`config.mk`:
```
export PLATFORM = sky130hd
export DESIGN_NAME = alu_seq_muldiv
export DESIGN_NICKNAME = d
export VERILOG_FILES = /design/src/rtl/alu_seq_pkg.sv /design/src/rtl/alu_seq_iter_core.sv /design/src/rtl/alu_seq_muldiv.sv
export SDC_FILE = /design/constraint.sdc
export NUM_CORES = 1
export LEC_CHECK = 0
export CORE_UTILIZATION = 46
export CTS_BUF_LIST = sky130_fd_sc_hd__clkbuf_2
export CTS_CLUSTER_SIZE = 10
export DETAILED_ROUTE_END_ITERATION = 10
export PLACE_DENSITY_LB_ADDON = 0.05
export SYNTH_ARGS = -nofsm -noshare
export SYNTH_HDL_FRONTEND = slang
export SYNTH_SLANG_ARGS = --single-unit
```
`constraint.sdc`:
```
create_clock -name clk -period 6.7 [get_ports clk]
set_input_delay 1.005 -clock clk [delete_from_list [all_inputs] [get_ports clk]]
set_output_delay 1.005 -clock clk [all_outputs]
set_load 0.005 [all_outputs]
```
`src/rtl/alu_seq_pkg.sv`:
```
// Shared types for the sequential ALU: opcode and FSM state encodings,
// plus the helper that decides which opcodes take the iterative path.
package alu_seq_pkg;

  typedef enum logic [3:0] {
    ADD   = 4'd0,
    SUB   = 4'd1,
    NEG_B = 4'd2,
    MUL   = 4'd3,
    DIV   = 4'd4,
    REM   = 4'd5,
    AND   = 4'd6,
    OR    = 4'd7,
    A_N   = 4'd8,
    XOR   = 4'd9,
    SHL   = 4'd10,
    SHR   = 4'd11,
    SRA   = 4'd12
  } alu_seq_ctrl_e;

  typedef enum logic [1:0] {
    IDLE = 2'd0,
    BUSY = 2'd1,
    DONE = 2'd2
  } alu_seq_state_e;

  function automatic logic is_multicycle(input logic [3:0] op);
    return (op == MUL) || (op == DIV) || (op == REM);
  endfunction

endpackage

```
`src/rtl/alu_seq_iter_core.sv`:
```
// Unsigned iterative engine: shift-add multiply or restoring divide, one step
// per cycle. Outputs are the {acc, quot} values produced by the current step.
module alu_seq_iter_core
  import alu_seq_pkg::*;
#(
  parameter int LENGTH = 8
) (
  input  logic              clk,
  input  logic              rst_n,
  input  logic              load,
  input  logic              step,
  input  logic              is_div,
  input  logic [LENGTH-1:0] a_mag,
  input  logic [LENGTH-1:0] b_mag,
  output logic [LENGTH-1:0] acc_nxt,
  output logic [LENGTH-1:0] quot_nxt
);

  logic [LENGTH-1:0] acc_q, acc_d;
  logic [LENGTH-1:0] quot_q, quot_d;
  logic [LENGTH-1:0] b_q, b_d;
  logic              is_div_q, is_div_d;
  logic [LENGTH:0]   sum_w;
  logic [LENGTH:0]   shifted_w;
  logic [LENGTH:0]   diff_w;

  always_comb begin
    sum_w     = {1'b0, acc_q} + ({1'b0, b_q} & {(LENGTH+1){quot_q[0]}});
    shifted_w = {acc_q, quot_q[LENGTH-1]};
    diff_w    = shifted_w - {1'b0, b_q};
    // acc < divisor is invariant, so bit LENGTH of diff_w is a clean borrow.
    if (is_div_q) begin
      if (!diff_w[LENGTH]) begin
        acc_nxt  = diff_w[LENGTH-1:0];
        quot_nxt = {quot_q[LENGTH-2:0], 1'b1};
      end else begin
        acc_nxt  = shifted_w[LENGTH-1:0];
        quot_nxt = {quot_q[LENGTH-2:0], 1'b0};
      end
    end else begin
      acc_nxt  = sum_w[LENGTH:1];
      quot_nxt = {sum_w[0], quot_q[LENGTH-1:1]};
    end
  end

  always_comb begin
    acc_d    = acc_q;
    quot_d   = quot_q;
    b_d      = b_q;
    is_div_d = is_div_q;
    if (load) begin
      acc_d    = '0;
      quot_d   = a_mag;
      b_d      = b_mag;
      is_div_d = is_div;
    end else if (step) begin
      acc_d  = acc_nxt;
      quot_d = quot_nxt;
    end
  end

  always_ff @(posedge clk or negedge rst_n) begin
    if (!rst_n) begin
      acc_q    <= '0;
      quot_q   <= '0;
      b_q      <= '0;
      is_div_q <= 1'b0;
    end else begin
      acc_q    <= acc_d;
      quot_q   <= quot_d;
      b_q      <= b_d;
      is_div_q <= is_div_d;
    end
  end

endmodule

```
`src/rtl/alu_seq_muldiv.sv`:
```
// Multi-cycle ALU: single-cycle logic/arith/shift ops plus iterative signed
// MUL/DIV/REM behind one valid/ready front end; results held until accepted.
module alu_seq_muldiv
  import alu_seq_pkg::*;
#(
  parameter int LENGTH      = 8,
  parameter int SHAMT_W     = $clog2(LENGTH),
  parameter bit CHECK_PARAM = 1'b1
) (
  input  logic              clk,
  input  logic              rst_n,
  input  logic              in_valid,
  output logic              in_ready,
  input  logic [LENGTH-1:0] A,
  input  logic [LENGTH-1:0] B,
  input  logic [3:0]        ctrl,
  output logic              out_valid,
  input  logic              out_ready,
  output logic [LENGTH-1:0] Result,
  output logic [LENGTH-1:0] Result_hi,
  output logic              carry_f,
  output logic              overflow_f,
  output logic              zero_f,
  output logic              div0_f,
  output logic              illegal_f
);

  // Handshake: a transfer happens on a rising edge where valid and ready are both high.
  localparam logic [LENGTH-1:0] MIN_VAL = {1'b1, {(LENGTH-1){1'b0}}};

  if (CHECK_PARAM && ((LENGTH < 4) || ((LENGTH & (LENGTH - 1)) != 0))) begin : g_param_check
    $fatal(1, "alu_seq_muldiv: LENGTH must be a power of two and at least 4");
  end

  alu_seq_state_e     state_q, state_d;
  logic [SHAMT_W-1:0] count_q, count_d;
  logic [3:0]         op_q, op_d;
  logic               neg_q, neg_d, a_neg_q, a_neg_d;
  logic               b_zero_q, b_zero_d, min_neg1_q, min_neg1_d;
  logic [LENGTH-1:0]  result_q, result_d, result_hi_q, result_hi_d;
  logic               carry_q, carry_d, ovf_q, ovf_d, zero_q, zero_d;
  logic               div0_q, div0_d, illegal_q, illegal_d;

  logic [SHAMT_W-1:0] shamt;
  logic [LENGTH:0]    add_w, sub_w;
  logic [LENGTH-1:0]  sc_res;
  logic               sc_carry, sc_ovf, sc_illegal;

  always_comb begin
    shamt      = B[SHAMT_W-1:0];
    add_w      = {1'b0, A} + {1'b0, B};
    sub_w      = {1'b0, A} - {1'b0, B};
    sc_res     = '0;
    sc_carry   = 1'b0;
    sc_ovf     = 1'b0;
    sc_illegal = 1'b0;
    case (ctrl)
      ADD: begin
        sc_res   = add_w[LENGTH-1:0];
        sc_carry = add_w[LENGTH];
        sc_ovf   = (A[LENGTH-1] == B[LENGTH-1]) && (add_w[LENGTH-1] != A[LENGTH-1]);
      end
      SUB: begin
        sc_res   = sub_w[LENGTH-1:0];
        sc_carry = sub_w[LENGTH];
        sc_ovf   = (A[LENGTH-1] != B[LENGTH-1]) && (sub_w[LENGTH-1] != A[LENGTH-1]);
      end
      NEG_B: begin
        sc_res = -B;
        sc_ovf = (B == MIN_VAL);
      end
      AND:           sc_res = A & B;
      OR:            sc_res = A | B;
      A_N:           sc_res = ~A;
      XOR:           sc_res = A ^ B;
      SHL:           sc_res = A << shamt;
      SHR:           sc_res = A >> shamt;
      SRA:           sc_res = $signed(A) >>> shamt;
      MUL, DIV, REM: sc_res = '0;
      default:       sc_illegal = 1'b1;
    endcase
  end

  logic [LENGTH-1:0] a_mag, b_mag, core_acc, core_quot;
  logic              core_load, core_step;

  assign a_mag = A[LENGTH-1] ? -A : A;
  assign b_mag = B[LENGTH-1] ? -B : B;

  alu_seq_iter_core #(.LENGTH(LENGTH)) u_core (
    .clk      (clk),
    .rst_n    (rst_n),
    .load     (core_load),
    .step     (core_step),
    .is_div   (ctrl != MUL),
    .a_mag    (a_mag),
    .b_mag    (b_mag),
    .acc_nxt  (core_acc),
    .quot_nxt (core_quot)
  );

  logic [2*LENGTH-1:0] prod_mag, prod_s;
  logic [LENGTH-1:0]   quot_s, rem_s, mc_res, mc_hi;
  logic                mc_ovf, mc_div0;

  // Sign correction of the unsigned engine result; applied on the last step.
  always_comb begin
    prod_mag = {core_acc, core_quot};
    prod_s   = neg_q ? -prod_mag : prod_mag;
    quot_s   = neg_q ? -core_quot : core_quot;
    rem_s    = a_neg_q ? -core_acc : core_acc;
    mc_res   = rem_s;
    mc_hi    = '0;
    mc_ovf   = 1'b0;
    mc_div0  = 1'b0;
    case (op_q)
      MUL: begin
        mc_res = prod_s[LENGTH-1:0];
        mc_hi  = prod_s[2*LENGTH-1:LENGTH];
        mc_ovf = (mc_hi != {LENGTH{mc_res[LENGTH-1]}});
      end
      DIV: begin
        mc_res  = b_zero_q ? '1 : quot_s;
        mc_ovf  = min_neg1_q;
        mc_div0 = b_zero_q;
      end
      default: begin
        mc_ovf  = min_neg1_q;
        mc_div0 = b_zero_q;
      end
    endcase
  end

  always_comb begin
    state_d     = state_q;
    count_d     = count_q;
    op_d        = op_q;
    neg_d       = neg_q;
    a_neg_d     = a_neg_q;
    b_zero_d    = b_zero_q;
    min_neg1_d  = min_neg1_q;
    result_d    = result_q;
    result_hi_d = result_hi_q;
    carry_d     = carry_q;
    ovf_d       = ovf_q;
    zero_d      = zero_q;
    div0_d      = div0_q;
    illegal_d   = illegal_q;
    core_load   = 1'b0;
    core_step   = 1'b0;
    case (state_q)
      IDLE: begin
        if (in_valid) begin
          if (is_multicycle(ctrl)) begin
            state_d    = BUSY;
            count_d    = SHAMT_W'(LENGTH - 1);
            op_d       = ctrl;
            neg_d      = A[LENGTH-1] ^ B[LENGTH-1];
            a_neg_d    = A[LENGTH-1];
            b_zero_d   = (B == '0);
            min_neg1_d = (A == MIN_VAL) && (B == '1);
            core_load  = 1'b1;
          end else begin
            state_d     = DONE;
            result_d    = sc_res;
            result_hi_d = '0;
            carry_d     = sc_carry;
            ovf_d       = sc_ovf;
            zero_d      = (sc_res == '0);
            div0_d      = 1'b0;
            illegal_d   = sc_illegal;
          end
        end
      end
      BUSY: begin
        core_step = 1'b1;
        count_d   = count_q - SHAMT_W'(1);
        if (count_q == '0) begin
          state_d     = DONE;
          result_d    = mc_res;
          result_hi_d = mc_hi;
          carry_d     = 1'b0;
          ovf_d       = mc_ovf;
          zero_d      = (mc_res == '0);
          div0_d      = mc_div0;
          illegal_d   = 1'b0;
        end
      end
      DONE: begin
        if (out_ready) state_d = IDLE;
      end
      default: state_d = IDLE;
    endcase
  end

  always_ff @(posedge clk or negedge rst_n) begin
    if (!rst_n) begin
      state_q     <= IDLE;
      count_q     <= '0;
      op_q        <= '0;
      neg_q       <= 1'b0;
      a_neg_q     <= 1'b0;
      b_zero_q    <= 1'b0;
      min_neg1_q  <= 1'b0;
      result_q    <= '0;
      result_hi_q <= '0;
      carry_q     <= 1'b0;
      ovf_q       <= 1'b0;
      zero_q      <= 1'b0;
      div0_q      <= 1'b0;
      illegal_q   <= 1'b0;
    end else begin
      state_q     <= state_d;
      count_q     <= count_d;
      op_q        <= op_d;
      neg_q       <= neg_d;
      a_neg_q     <= a_neg_d;
      b_zero_q    <= b_zero_d;
      min_neg1_q  <= min_neg1_d;
      result_q    <= result_d;
      result_hi_q <= result_hi_d;
      carry_q     <= carry_d;
      ovf_q       <= ovf_d;
      zero_q      <= zero_d;
      div0_q      <= div0_d;
      illegal_q   <= illegal_d;
    end
  end

  assign in_ready   = (state_q == IDLE);
  assign out_valid  = (state_q == DONE);
  assign Result     = result_q;
  assign Result_hi  = result_hi_q;
  assign carry_f    = carry_q;
  assign overflow_f = ovf_q;
  assign zero_f     = zero_q;
  assign div0_f     = div0_q;
  assign illegal_f  = illegal_q;

endmodule

```
### Word-level counts from Yosys, hierarchy flattened

Index checks and enable logic that the tools add are counted.

* register bits: 59
* output and inout port bits: 23
* word-level logic and storage cells: 146

* add/sub/neg operators: 10
* equality and inequality tests: 30
* shifts and indexed selects: 3
* multiplexer cells: 61
* bitwise logic cells: 6
* reduce and logical (&&, ||, !) cells: 18

Operators by type and width (number)
* $mux W8: 19
* $pmux W8 S10: 1
* $pmux W8 S2: 3
* $neg A8 Y8: 4
* $eq A8 B8 Y1 const B: 3
* $logic_not A8 Y1: 3
* $mux W1: 22
* $eq A4 B3 Y1 const B: 5
* $eq A4 B4 Y1 const B: 5
* $mux W16: 1
* $neg A16 Y16: 1
* $reduce_or A13 Y1: 1
* $eq A4 B2 Y1 const B: 3
* $pmux W1 S2: 6
* $add A8 B8 Y9: 1
* $add A8 B9 Y9: 1
* $and A8 B9 Y9: 1
* $reduce_and A3 Y1: 3
* $sub A8 B8 Y9: 1
* $sub A9 B8 Y9: 1
* $and A8 B8 Y8: 1
* $mux W2: 4
* $ne A8 B8 Y1: 1
* $not A8 Y8: 1
* 26 further kinds: 36

### Logic depth before layout (Yosys ltp)

* depth in word-level cells: 10
* gate-level depth with buffers: 17
* gate-level depth less buffers: 17

### Hierarchy

From an unflattened synthesis, not the netlist that was laid out.

* cell total of the unflattened synthesis: 819
* area, all modules: 6580.1 µm²

By module, submodules not included
* alu_seq_muldiv: times used 1, cells an instance 590, area each 4591.9 µm², seq. area each 850.8 µm²
* alu_seq_iter_core: times used 1, cells an instance 229, area each 1988.2 µm², seq. area each 625.6 µm²

### Worst setup path after synthesis

Ideal clock, no wire load.

* path type: register to register
* from: register u_core.quot_q[7]
* to: register ovf_q, in the netlist overflow_f
* setup time: 0.120 ns
* arrival time: 4.239 ns
* required time: 6.580 ns
* path slack: 2.342 ns
* stages on the path, launching flop included: 18
* period minus slack after synthesis: 4.358 ns
* cells stage by stage: dfrtp_1 inv_1 ha_1 inv_1 fa_1 a211oi_2 o31a_4 mux2_2 a21o_1 a31oi_2 inv_2 ha_1 o211ai_1 o31ai_4 xnor2_1 or4_1 or4_1 a31o_1

* longest elaborated chain between the ends: 9
* elaborated cells between the ends (all ways): 11

RTL lines
* start: declaration: RTL line alu_seq_iter_core.sv:20 `logic [LENGTH-1:0] quot_q, quot_d;`
* start signal: assignment: RTL line alu_seq_iter_core.sv:70 `quot_q <= quot_d;`
* $sub A9 B8 Y9: RTL line alu_seq_iter_core.sv:30 `diff_w = shifted_w - {1'b0, b_q};`
* $mux W1 / $mux W8 (equally long branches): RTL line alu_seq_iter_core.sv:33 `if (!diff_w[LENGTH]) begin`
* $mux W8: RTL line alu_seq_iter_core.sv:32 `if (is_div_q) begin`
* $neg A16 Y16: RTL line alu_seq_muldiv.sv:109 `prod_s = neg_q ? -prod_mag : prod_mag;`
* $mux W16 (*): RTL line alu_seq_muldiv.sv:109
* $ne A8 B8 Y1 (*): RTL line alu_seq_muldiv.sv:120 `mc_ovf = (mc_hi != {LENGTH{mc_res[LENGTH-1]}});`
* $mux W1 (*): RTL line alu_seq_muldiv.sv:116 `case (op_q)`
* $mux W1 (*): RTL line alu_seq_muldiv.sv:178 `if (count_q == '0) begin`
* $pmux W1 S2 (*): RTL line alu_seq_muldiv.sv:151 `case (state_q)`
* end signal: assignment: RTL line alu_seq_muldiv.sv:223 `ovf_q <= ovf_d;`
* end: declaration: RTL line alu_seq_muldiv.sv:41 `logic carry_q, carry_d, ovf_q, ovf_d, zero_q, zero_d;`

Mark *: on every way between the ends. The rest lies on a longest branch, timed or not. The select of a mux whose other input is x is not followed.
A chain may end at the register's enable or synchronous reset.

### Worst setup path in the final report

Ends and elaborated chain as after synthesis.

==> flow_metrics.tcl <==
set metrics [dict create \
    clock_sinks 59 \
    end_kind "register" \
    start_util_pct 47.2 \
    p_comb_share_pct 71.3 \
    syn_area_per_cell_um2 7.67 \
    areaGrowthSynthToFinish_pct 11.0 \
    layout_common_cells "nand2_1, o21ai_0, nor2_1" \
    crit_fanout 8 \
    clk_path_buf_depth 2 \
    hold_class "reg -> reg" \
    cts_tree "done" \
    max_cap_viol_count 0 \
    slew_headroom_pct 15.6 \
    status "finished, final reports clean" \
    r2r-start "u_core.quot_q[7]" \
    ir_drop_uv 160 \
    setup_viol 0 \
    clock-skew-final_ns 0.0434 \
    switchingPower_uw 1510 \
    synth_area_leaders "dfrtp_1, ha_1, o21ai_0" \
    r2r_slack_ns 1.78 \
    cts_hold_buf 0 \
    rows 42 \
    path_clk_slew_ns 0.18 \
    hold_start "count_q[0]" \
    die-area_um2 14100 \
    core_area_um2 13200 \
    grt_max_degree 60 \
    synth_top_area_share_pct 23.6 \
    ys_warn_count 0 \
    numPortBuffers 46 \
    postCtsSetupBuffers 0 \
    drt_iter0_drc 636 \
    hold_viol 0 \
    grt_pass1_vias 6333 \
    ys_types 79 \
    wire_per_inst_um 21.5 \
    routed_via_density 6.44 \
    crit_arrival_ns 5.39 \
    hold_slack_ns 0.486 \
    root_buffer "clkbuf_2" \
    slew_viol_final 0 \
    async_flop_share_pct 100 \
    crit_start "u_core.quot_q[7]" \
    hpwlAfterDp_um 16600 \
    leakage_uw 0.00301 \
    antenna_cells 0 \
    place_congestion 1.03 \
    setup.worst_path.class "reg -> reg" \
    layout.nets 916 \
    pwr-share-clk_pct 8.0 \
    synth_fp_nets 892 \
    cts_buffers 9 \
    crit_path_end "overflow_f" \
    ys_ff_latch 59 \
    tightest_slew_ns 1.27 \
    netlist_area_um2 6250 \
    cts_max_level 3 \
    ys.flop_type "dfrtp_1" \
    pwr-share-seq_pct 20.7 \
    reg2reg_to "overflow_f" \
    swShare_pct 52.6 \
    seq_area_frac_synth_pct 23.6 \
    track_usage_pct 31.9 \
    gr-total-overflow 0 \
    ant_nets 0 \
    internal_power_uw 1360 \
    antenna_found_initial 0 \
    io_pins 47 \
    synth_top_cell_by_area "dfrtp_1" \
    dr_wl_met3_um 1470 \
    drive_above_1_share_pct 5.45 \
    die_x_um 119 \
    grt_pass1_wl_um 34800 \
    routed_wl_um 22000 \
    rsz0062_at_grt "no" \
    synth_edf_count 0 \
    wl_met1_um 8760 \
    layout_commonest_cell "nand2_1" \
    power_density_nw_per_um2 413 \
    wl_met2_um 10600 \
    critPathLaunchType "register" \
    setup_tns_ns 0 \
    ctsResizeCount 0 \
    syn_inst 816 \
    first_pass_iters 7 \
    reg2reg_depth 17 \
    required_ns 7.17 \
    fmaxAchievable_mhz 203 \
    die_h_um 119 \
    fin_crit_sh_pct 73.5 \
    drc_errors 0 \
    clk_latency_ns 0.57 \
    min_period_ns 4.92 \
    vias 6571 \
    highest_layer "met4" \
]
-- power groups by stage --
stage	Clock [uW]	Combinational, uW	Sequential [uW]
after floorplan	0	1490	546
after global placement	0	1980	591
after detailed placement	0	2000	598
after CTS	231	2010	590
after global routing	245	2230	608
final	229	2040	593
-- worst min-delay path by stage --
stage | end | slack, ns | depth (start not counted)
3_3_place_gp | u_core.b_q[6] | 0.46 | 2
2_1_floorplan | min_neg1_q | 0.44 | 2
5_1_grt | u_core.b_q[6] | 0.52 | 2
4_1_cts | count_q[0] | 0.49 | 1
3_5_place_dp | illegal_f | 0.47 | 2
6_report | count_q[0] | 0.49 | 1
-- through the flow --
stage | power, uW | util, % | setup slack, ns | cells | cell area (um^2)
2_1_floorplan | 2040 | - | 2.34 | 816 | 6250
3_3_place_gp | 2570 | 51.6 | 1.90 | 1005 | 6840
3_5_place_dp | 2590 | 51.6 | 1.72 | 1005 | 6840
4_1_cts | 2830 | 52.4 | 1.85 | 1020 | 6940
5_1_grt | 3080 | 52.4 | 1.51 | 1020 | 6940
6_report | 2870 | 52.4 | 1.78 | 1020 | 6940
-- kinds of logic after synthesis --
kind of cell	share of synthesized area [%]
AO/OA/AOI/OAI	30.1
AND/OR/NAND/NOR	20.7
multiplexers	3.06
XOR/XNOR	6.44
flip-flops	23.6
buffers and inverters	5.24
adder cells (fa/ha/maj)	10.9
-- final cells by class --
type / instances / area [um^2]
clock buffer: 9 / 45.0
timing repair buffer: 56 / 531
fill: 1348 / 6300
inverter: 43 / 161
sequential: 59 / 1480
tap: 176 / 220
multi-input combinational: 671 / 4450
clock inverter: 6 / 57.6
-- critical path, stage by stage (launching register included) --
cell and delay, ns:
dfrtp_1 0.44, inv_1 0.07, ha_1 0.17, inv_1 0.06, fa_1 0.41, a211oi_2 0.26, o31a_4 0.20, mux2i_2 0.45
o21ai_1 0.11, a31oi_1 0.45, inv_1 0.21, ha_1 0.29, o211ai_1 0.22, o31ai_4 0.08, xnor2_1 0.18, or4_1 0.53
or4_1 0.48, a31o_1 0.22
-- synthesized netlist by cell type (all sizes together) (5+ instances only) --
cell type	count
o41ai	8
and2	5
ha	48
nor4	7
mux2	6
o21a	8
nand4	10
dfrtp	59
o211ai	13
a211o	6
o21bai	6
o221ai	6
a31o	6
nor3	15
nand2b	8
a211oi	8
nand2	98
and3	6
xor2	13
clkbuf	39
nor2	74
nand3	23
nor2b	10
mux2i	12
or3	5
nand3b	6
a21oi	41
o31ai	6
a221oi	5
xnor2	33
a31oi	12
a21o	11
a221o	5
o22ai	11
o21ai	85
inv	42
-- state kept, by name, summed over array words and instances (netlist names), 2 cells and up --
name / flops
u_core.quot_q: 8
u_core.acc_q: 8
Result_hi: 8
op_q: 4
Result: 8
state_q: 2
u_core.b_q: 8
count_q: 3
-- layer usage --
layer / GRT usage, % / up-vias
met1: 38.4 / 3127
met4: 17.8 / 0
met2: 54.0 / 314
met3: 4.87 / 81
li1: - / 3049
met5: 0 / -
(Power assumes the default switching activity.)
